[src/rtl/router_pkg.sv]
// Shared router definitions: ID width, broadcast ID, header layout and the
// packet-build and destination-legality helpers used by the terminal stages.
package router_pkg;

  localparam int ID_W      = 8;
  localparam int PKT_MAX_W = 64;
  localparam int PAY_MAX_W = PKT_MAX_W - 2*ID_W;
  localparam logic [ID_W-1:0] BROADCAST = 8'hFF;

  function automatic int dest_lsb(input int pckg_sz);
    return pckg_sz - ID_W;
  endfunction

  function automatic int src_lsb(input int pckg_sz);
    return pckg_sz - 2*ID_W;
  endfunction

  // Packet is {dest, src, payload} right-aligned in a PKT_MAX_W container;
  // the caller narrows it to its own pckg_sz.
  function automatic logic [PKT_MAX_W-1:0] mk_pkt(input logic [ID_W-1:0] dest,
                                                  input logic [ID_W-1:0] src,
                                                  input logic [PAY_MAX_W-1:0] payload,
                                                  input int pckg_sz);
    return (PKT_MAX_W'(dest) << dest_lsb(pckg_sz))
         | (PKT_MAX_W'(src)  << src_lsb(pckg_sz))
         | PKT_MAX_W'(payload);
  endfunction

  function automatic logic is_legal_dest(input logic [ID_W-1:0] dest, input int num_ntrfs);
    return (int'(dest) < num_ntrfs) || (dest == BROADCAST);
  endfunction

endpackage

[src/rtl/router_fifo_core.sv]
// Synchronous first-word-fall-through FIFO; head is zero while empty and
// pops on an empty FIFO set a sticky underflow flag.
module router_fifo_core #(
  parameter int W     = 32,
  parameter int DEPTH = 16,
  localparam int PW   = $clog2(DEPTH),
  localparam int CW   = $clog2(DEPTH+1)
) (
  input  logic          clk,
  input  logic          reset,
  input  logic          wr_en,
  input  logic [W-1:0]  wr_data,
  input  logic          rd_en,
  output logic [W-1:0]  rd_data,
  output logic          empty,
  output logic          full,
  output logic [CW-1:0] count,
  output logic          underflow
);

  logic [W-1:0]  mem [DEPTH];
  logic [PW-1:0] wr_ptr, rd_ptr;
  logic          do_wr, do_rd;

  assign empty   = (count == '0);
  assign full    = (count == CW'(DEPTH));
  assign do_rd   = rd_en && !empty;
  // A pop in the same cycle frees the slot a full FIFO needs for the write.
  assign do_wr   = wr_en && (!full || do_rd);
  assign rd_data = empty ? '0 : mem[rd_ptr];

  always_ff @(posedge clk) begin
    if (!reset) begin
      wr_ptr    <= '0;
      rd_ptr    <= '0;
      count     <= '0;
      underflow <= 1'b0;
    end else begin
      if (do_wr) wr_ptr <= wr_ptr + 1'b1;
      if (do_rd) rd_ptr <= rd_ptr + 1'b1;
      case ({do_wr, do_rd})
        2'b10:   count <= count + 1'b1;
        2'b01:   count <= count - 1'b1;
        default: count <= count;
      endcase
      if (rd_en && empty) underflow <= 1'b1;
    end
  end

  always_ff @(posedge clk) begin
    if (reset && do_wr) mem[wr_ptr] <= wr_data;
  end

endmodule

[src/rtl/router_term_src.sv]
// Terminal source stage: wraps client payloads with dest/src headers, filters
// illegal destinations and queues packets for the router input handshake.
module router_term_src
  import router_pkg::*;
#(
  parameter int pckg_sz    = 32,
  parameter int fifo_depth = 16,
  parameter int num_ntrfs  = 4,
  parameter int term_id    = 0,
  parameter logic [7:0] broadcast = 8'hFF,
  localparam int CW = $clog2(fifo_depth+1)
) (
  input  logic               clk,
  input  logic               reset,
  input  logic               push,
  input  logic [7:0]         push_dest,
  input  logic [pckg_sz-17:0] push_payload,
  output logic               full,
  output logic [CW-1:0]      count,
  output logic [15:0]        drop_cnt,
  output logic [15:0]        rej_cnt,
  output logic               underflow,
  output logic [pckg_sz-1:0] data_out_i_in,
  output logic               pndng_i_in,
  input  logic               popin
);

  typedef logic [pckg_sz-1:0] pkt_t;

  logic legal, wr_req, empty;
  pkt_t pkt;

  // The package legality check knows BROADCAST; the local parameter may
  // override it, so both are honoured.
  assign legal  = is_legal_dest(push_dest, num_ntrfs) ||
                  ((push_dest == broadcast) && (broadcast != BROADCAST));
  assign wr_req = push && legal;
  assign pkt    = pkt_t'(mk_pkt(push_dest, ID_W'(term_id), PAY_MAX_W'(push_payload), pckg_sz));
  assign pndng_i_in = !empty;

  router_fifo_core #(.W(pckg_sz), .DEPTH(fifo_depth)) u_fifo (
    .clk       (clk),
    .reset     (reset),
    .wr_en     (wr_req),
    .wr_data   (pkt),
    .rd_en     (popin),
    .rd_data   (data_out_i_in),
    .empty     (empty),
    .full      (full),
    .count     (count),
    .underflow (underflow)
  );

  always_ff @(posedge clk) begin
    if (!reset) begin
      drop_cnt <= '0;
      rej_cnt  <= '0;
    end else begin
      if (push && !legal && rej_cnt != 16'hFFFF) rej_cnt <= rej_cnt + 16'd1;
      if (wr_req && full && !popin && drop_cnt != 16'hFFFF) drop_cnt <= drop_cnt + 16'd1;
    end
  end

endmodule

[config.mk]
export PLATFORM = sky130hd
export DESIGN_NAME = router_term_src
export DESIGN_NICKNAME = d
export VERILOG_FILES = /design/src/rtl/router_pkg.sv /design/src/rtl/router_fifo_core.sv /design/src/rtl/router_term_src.sv
export SDC_FILE = /design/constraint.sdc
export NUM_CORES = 1
export LEC_CHECK = 0
export ABC_AREA = 1
export ABC_CLOCK_PERIOD_IN_PS = 3400
export BUFFER_PORTS_ARGS = -buffer_cell sky130_fd_sc_hd__clkbuf_2
export CAP_MARGIN = 10
export CORE_MARGIN = 2
export CORE_UTILIZATION = 45
export CTS_CLUSTER_DIAMETER = 30
export DETAILED_ROUTE_END_ITERATION = 8
export GPL_TIMING_DRIVEN = 1
export PLACE_DENSITY = 0.73
export SLEW_MARGIN = 30
export SYNTH_ARGS = -nofsm -noshare
export SYNTH_HDL_FRONTEND = slang
export SYNTH_SLANG_ARGS = --single-unit
[constraint.sdc]
create_clock -name clk -period 3.4 [get_ports clk]
set_clock_uncertainty 0.05 [all_clocks]
set_input_delay 0.34 -clock clk [delete_from_list [all_inputs] [get_ports clk]]
set_output_delay 0.34 -clock clk [all_outputs]
set_load 0.03 [all_outputs]
==> results of run 1 <==
## state kept, by name (all words and copies together) (netlist names), named ones only
name and cells:
drop_cnt 16, rej_cnt 16, u_fifo.count 5, u_fifo.mem 384
u_fifo.rd_ptr 4, u_fifo.underflow 1, u_fifo.wr_ptr 4
## power breakdown
part	total (mW)	internal [mW]	switching [mW]
Sequential	6.01	5.87	0.136
Combinational	4.00	1.12	2.88
Clock	8.61	5.75	2.86
Total	18.6	12.7	5.88
## what timing repair did
action | in CTS | in global routing
hold buffers | 2 | 0
gates resized for setup | 0 | 1
setup endpoints to repair | 0 | 1
hold endpoints to repair | 3 | 0
## per-stage QoR
stage | power [mW] | util [%] | setup slack (ps) | instances
floorplan | 8.83 | - | 593 | 1448
global placement | 9.95 | 49.0 | 686 | 2011
detailed placement | 10.0 | 49.0 | 663 | 2011
CTS | 18.7 | 56.8 | 131 | 2170
global route | 19.3 | 56.8 | 8.03 | 2170
finish | 18.6 | 56.8 | 159 | 2172
## critical path, cell delays in order (launching register included)
cell	delay (ps)
dfxtp_4	690
buf_4	490
o21ai_0	160
o22ai_1	190
nor2_1	60
nor2_1	110
o21ai_0	130
a21oi_1	180
clkbuf_2	240
## per-layer routing
layer / GRT usage (%) / vias up
met2: 35.4 / 606
li1: - / 5619
met5: 0 / -
met3: 5.64 / 104
met1: 28.1 / 6118
met4: 9.10 / 4
## cells in the mapped netlist (2+ instances only)
cell      count
nor3b_2       2
a21oi_1      52
nand3_2       3
o22ai_1      24
o21ai_0     219
edfxtp_1    384
inv_4         2
nor3_4        2
nand2_2       6
nand4_1      10
buf_6         3
nor3_1       13
o221ai_1     72
inv_2         4
o21a_1        2
nand2_4       5
ha_1          9
nor2_2        2
buf_2        25
o21ai_1      15
clkbuf_1     51
nor3_2        3
nand3_1      61
nor2_1      268
o21ai_2       2
a31oi_1       3
xor2_1        4
nand2_1      57
nand3_4       2
buf_4        12
inv_1        57
dfxtp_1      50
nor2_4        3
nor4_1        2
## cell usage in the layout, fill, tap and decap left out, types with 12 or more instances in the layout
cell       count
edfxtp_1     384
nor2_1       252
o221ai_1      72
o21ai_0      219
o22ai_1       24
nor2_4        19
nor3_1        13
dfxtp_1       47
o21ai_1       15
inv_1         55
clkbuf_2      91
a21oi_1       52
nand2_1       57
nand3_1       61
buf_4         36
bufinv_16     12
clkbuf_16     88
## cell families (layout without fill, tap and decap cells)
logic type / Yosys count / after routing
adders and majority gates: 9 / 9
and+or+nand+nor: 445 / 445
AOI/OAI and AO/OA: 391 / 391
other: 1 / 10
DFF: 434 / 434
xor gates and xnor gates: 4 / 4
buffers and inverters: 157 / 361
## cell type report
cell class	count	area share, %
clock buffers	98	10.3
diodes	2	0.0227
well taps	518	2.94
repair buffers	139	4.26
clock inverters	59	3.39
inverters	65	1.14
flip-flops and latches	434	57.0
multi-input cells	857	21.0
## final timing paths
check	startpoint	to	cells past startpoint
worst min register to register	u_fifo.underflow$_SDFFE_PN0P_	u_fifo.underflow$_SDFFE_PN0P_	2
worst min-delay path	reset	u_fifo.wr_ptr[1]$_SDFFE_PN0P_	3
worst max-delay path	register	data_out_i_in[24]	8
worst max register to register	u_fifo.count[1]$_SDFFE_PN0P_	u_fifo.mem[7][29]$_DFFE_PP_	9
==> flow_metrics.py, run 1 <==
metrics = {
    "critical_path": {
        "path_max_fanout": 46,
        "reg2reg_setup_slack_ps": 1050,
        "end_kind": "output port",
        "startpoint_type": "register",
        "critPathRequiredTime_ps": 3010,
        "cp_data_arrival_time_ps": 2850,
        "crit_type": "reg2out",
    },
    "place": {
        "hpwl_um": 24600,
        "placed_area_sq_mm": 0.0190,
        "routabilityCongestion": 0.818,
        "numPortBuffers": 91,
    },
    "floorplanning": {
        "dieHeight_um": 202,
        "initial_core_util_pct": 45.7,
        "die-area_sq_mm": 0.0409,
        "rows": 72,
        "boundaryPins": 100,
        "chipWidth_um": 202,
        "core-area_sq_mm": 0.0387,
    },
    "logic_synthesis": {
        "synth_top_family_by_area": "compound AO/OA/AOI/OAI gates",
        "synthesis.area_sq_mm": 0.0177,
        "synth_compound_area_share_pct": 12.9,
        "synth_top_area_cell": "edfxtp_1",
        "synth_xor_area_share_pct": 0.198,
        "synthAdderAreaFrac_pct": 0.636,
        "synthFlopType": "edfxtp_1",
        "synth_cells": 1441,
        "seq_area_frac_synth_pct": 70.8,
        "synth_edf_count": 384,
        "yosysTopAreaCellShare_pct": 65.2,
        "yosys-top-cells-area": "edfxtp_1, o21ai_0, nor2_1",
        "synth_area_per_cell_sq_um": 12.3,
        "synthArstFlopShare_pct": 0,
        "ys_warn_count": 0,
        "synth-simple-area-share_pct": 11.5,
        "synthMuxAreaShare_pct": 0,
        "ys_ff_latch": 434,
        "synth_cell_types": 46,
    },
    "detailed_routing": {
        "dr_wl_met2_um": 21700,
        "routed-wl-met3_um": 3800,
        "avgViaCountPerCell": 5.73,
        "drtAntennaViolNets": 0,
        "dr.pass1.iters": 7,
        "drt_wl_total_um": 44800,
        "drc_errors": 0,
        "drt_iter0_markers": 1190,
        "top_layer": "met5",
        "wirelength_met1_um": 18000,
        "vias": 12500,
        "wire_per_inst_um": 20.6,
    },
    "timing": {
        "tightest_slew_ps": 833,
        "timing.fmax_mhz": 309,
        "tns_ps": 0,
        "slew_headroom_pct": 44.4,
        "slew_violations": 0,
        "period_share_pct": 95.3,
        "holdWs_ps": 71.9,
        "finalSetupViolations": 0,
        "rsz0062_at_grt": "no",
        "fin_crit_ps": 3240,
        "hold_viol": 0,
    },
    "clocking": {
        "cts_setup_buffers": 0,
        "tritoncts": "done",
        "cts_max_level": 3,
        "clock_sinks": 434,
        "clock_latency_ps": 580,
        "cts_buffers": 85,
        "clockRootBuffer": "clkbuf_16",
        "cts_buffer_depth": 3,
        "clk_pin_slew_ps": 40,
    },
    "global_routing": {
        "grt_max_degree": 97,
        "grt_usage_pct": 21.9,
        "antenna_found_initial": 4,
        "first_global_vias": 12300,
        "overflow": 0,
        "grt_pass1_wl_um": 69200,
    },
    "cells_and_area": {
        "fill_cells": 3033,
        "drive_gt1_share_pct": 20.6,
        "finalInstanceArea_sq_mm": 0.0220,
        "nNetsFinal": 1619,
        "area_growth_pct": 24.4,
        "seqCellArea_sq_mm": 0.0125,
        "multiInputGateArea_sq_mm": 0.00462,
    },
    "min_path": {
        "hold_path_class": "in2reg",
    },
    "run": {
        "max_cap_viol_count": 0,
    },
    "power_and_ir_drop": {
        "power_density_mw_per_mm2": 845,
        "leakagePower_nw": 7.69,
        "vdd_drop_max_v": 0.000562,
    },
    "outcome": {
        "status": "complete, no violations",
    },
}
Note: power is estimated with default switching activity, not from simulation.
==> run 2: changes to the inputs <==
- CORE_UTILIZATION: 45 -> 25
- PLACE_DENSITY: 0.73 -> 0.5
==> run 2 against run 1 <==
Critical path depth is 1 lower; sequential power hardly changed; final cell count is 21% higher; non-clock buffer count is 8 higher; via count is 2.0% lower; total power is 5.8% higher; combinational power is 4% higher; flip-flop and latch count stayed put; first-iteration DRC count is 19% lower; highest routed layer unchanged.
==> flow_metrics.py, run 2 (synthesis results as in run 1) <==
metrics = {
    "place": {
        "hpwl_um": 31000,
        "placed_area_sq_mm": 0.0195,
        "dp.cells": 2439,
        "routabilityCongestion": 0.807,
        "numPortBuffers": 91,
    },
    "cells_and_area": {
        "drive_gt1_share_pct": 21.9,
        "diodes": 0,
        "area_growth_pct": 29.9,
        "largest_reg_flops": 384,
        "finalInstanceArea_sq_mm": 0.0230,
        "largestRegisters": "u_fifo.mem (384), drop_cnt (16), rej_cnt (16)",
        "nNetsFinal": 1639,
        "mostFrequentLayoutCells": "edfxtp_1, nor2_1, o21ai_0",
        "final_cell_count_no_fill": 2624,
        "top_register": "u_fifo.mem",
        "layout_commonest_cell": "edfxtp_1",
    },
    "clocking": {
        "clockRootBuffer": "clkbuf_16",
        "clock_latency_ps": 640,
        "clock_sinks": 434,
        "cts_max_level": 3,
        "clk_pin_slew_ps": 50,
        "cts_buffers": 97,
        "cts_buffer_depth": 3,
        "tritoncts": "done",
    },
    "floorplanning": {
        "core-area_sq_mm": 0.0700,
        "rows": 97,
        "initial_core_util_pct": 25.3,
        "chipWidth_um": 270,
        "boundaryPins": 100,
        "dieHeight_um": 270,
        "die-area_sq_mm": 0.0729,
    },
    "detailed_routing": {
        "drt_wl_total_um": 50000,
        "avgViaCountPerCell": 4.65,
        "vias": 12200,
        "drc_errors": 0,
        "drtAntennaViolNets": 0,
        "drt_iter0_markers": 960,
        "dr.pass1.iters": 5,
        "wire_per_inst_um": 19.1,
    },
    "global_routing": {
        "first_global_vias": 12200,
        "grt_max_degree": 75,
        "antenna_found_initial": 3,
        "grt_usage_pct": 13.5,
        "overflow": 0,
        "grt_pass1_wl_um": 74900,
    },
    "critical_path": {
        "cp_data_arrival_time_ps": 2870,
        "reg2reg_setup_slack_ps": 1070,
        "path_max_fanout": 70,
        "rr_startpoint": "u_fifo.count[2]$_SDFFE_PN0P_",
        "critPathRequiredTime_ps": 3010,
        "end_kind": "output port",
        "crit_type": "reg2out",
        "worstRegToRegCells": 9,
        "startpoint_type": "register",
        "endpoint": "data_out_i_in[7]",
        "rr_endpoint": "u_fifo.mem[0][29]$_DFFE_PP_",
    },
    "outcome": {
        "status": "complete, no violations",
    },
    "timing": {
        "fin_crit_ps": 3260,
        "tightest_slew_ps": 810,
        "period_share_pct": 95.8,
        "slew_headroom_pct": 45.9,
        "tns_ps": 0,
        "timing.fmax_mhz": 307,
        "slew_violations": 0,
        "hold_viol": 0,
        "rsz0062_at_grt": "no",
        "finalSetupViolations": 0,
    },
    "min_path": {
        "worstHoldStart": "push_dest[5]",
        "hold_path_class": "in2reg",
        "hold_path_depth": 1,
    },
    "run": {
        "max_cap_viol_count": 0,
    },
    "power_and_ir_drop": {
        "fin_total_pwr_mw": 19.7,
        "leakagePower_nw": 7.94,
        "vdd_drop_max_v": 0.000692,
        "power_density_mw_per_mm2": 857,
    },
}
## run 2: worst min path at each step
stage	endpoint	slack (ps)
3_3_place_gp	drop_cnt[4]$_SDFFE_PN0P_	410
3_5_place_dp	drop_cnt[4]$_SDFFE_PN0P_	410
5_1_grt	u_fifo.mem[6][29]$_DFFE_PP_	30
4_1_cts	u_fifo.mem[6][29]$_DFFE_PP_	30
2_1_floorplan	u_fifo.mem[0][0]$_DFFE_PP_	390
6_report	u_fifo.mem[6][29]$_DFFE_PP_	80
## run 2: area by class of cell
class | count | area (sq um)
fillers | 6899 | 47000
flip-flops and latches | 434 | 12500
multi-input cells | 857 | 4620
clock buffers | 108 | 2520
well taps | 940 | 1180
repair buffers | 147 | 1010
clock inverters | 73 | 873
inverters | 65 | 251
## run 2: timing repair
| item | 4_1_cts | 5_1_grt |
|---|---|---|
| setup buffers | 1 | 0 |
| pin swaps | 0 | 1 |
| hold buffers | 3 | 0 |
| gates resized for setup | 0 | 5 |
| hold endpoints to repair | 3 | 0 |
| endpoints found under the setup margin | 4 | 9 |
## run 2: report_power, final
group / switching, mW / leakage [nW] / internal (mW)
registers: 0.146 / 3.86 / 5.88
logic: 2.99 / 2.44 / 1.18
clock network: 3.07 / 1.64 / 6.42
## run 2: per-layer routing
layer | GRT usage (%) | vias to the layer above | share of wire, %
met2 | 21.4 | 410 | 47
met3 | 3.33 | 92 | 6.7
met1 | 17.6 | 6028 | 44
li1 | - | 5668 | -
met5 | 0 | - | 0.026
met4 | 5.31 | 2 | 2.4
## run 2: critical path, stage by stage (launching register included)
cell and delay (ps):
dfxtp_4 450, inv_2 130, buf_12 300, o21ai_0 140, o221ai_1 460, nand3_1 210
a21oi_1 270, clkbuf_2 260
## run 2: stage by stage
step                hold WS [ps]  worst slack, ps  utilization, %
floorplan                    389              593               -
global placement             405              521            27.9
detailed placement           411              576            27.9
CTS                         30.1             33.5            32.8
global route                26.2             16.2            32.8
finish                      82.6              144            32.8
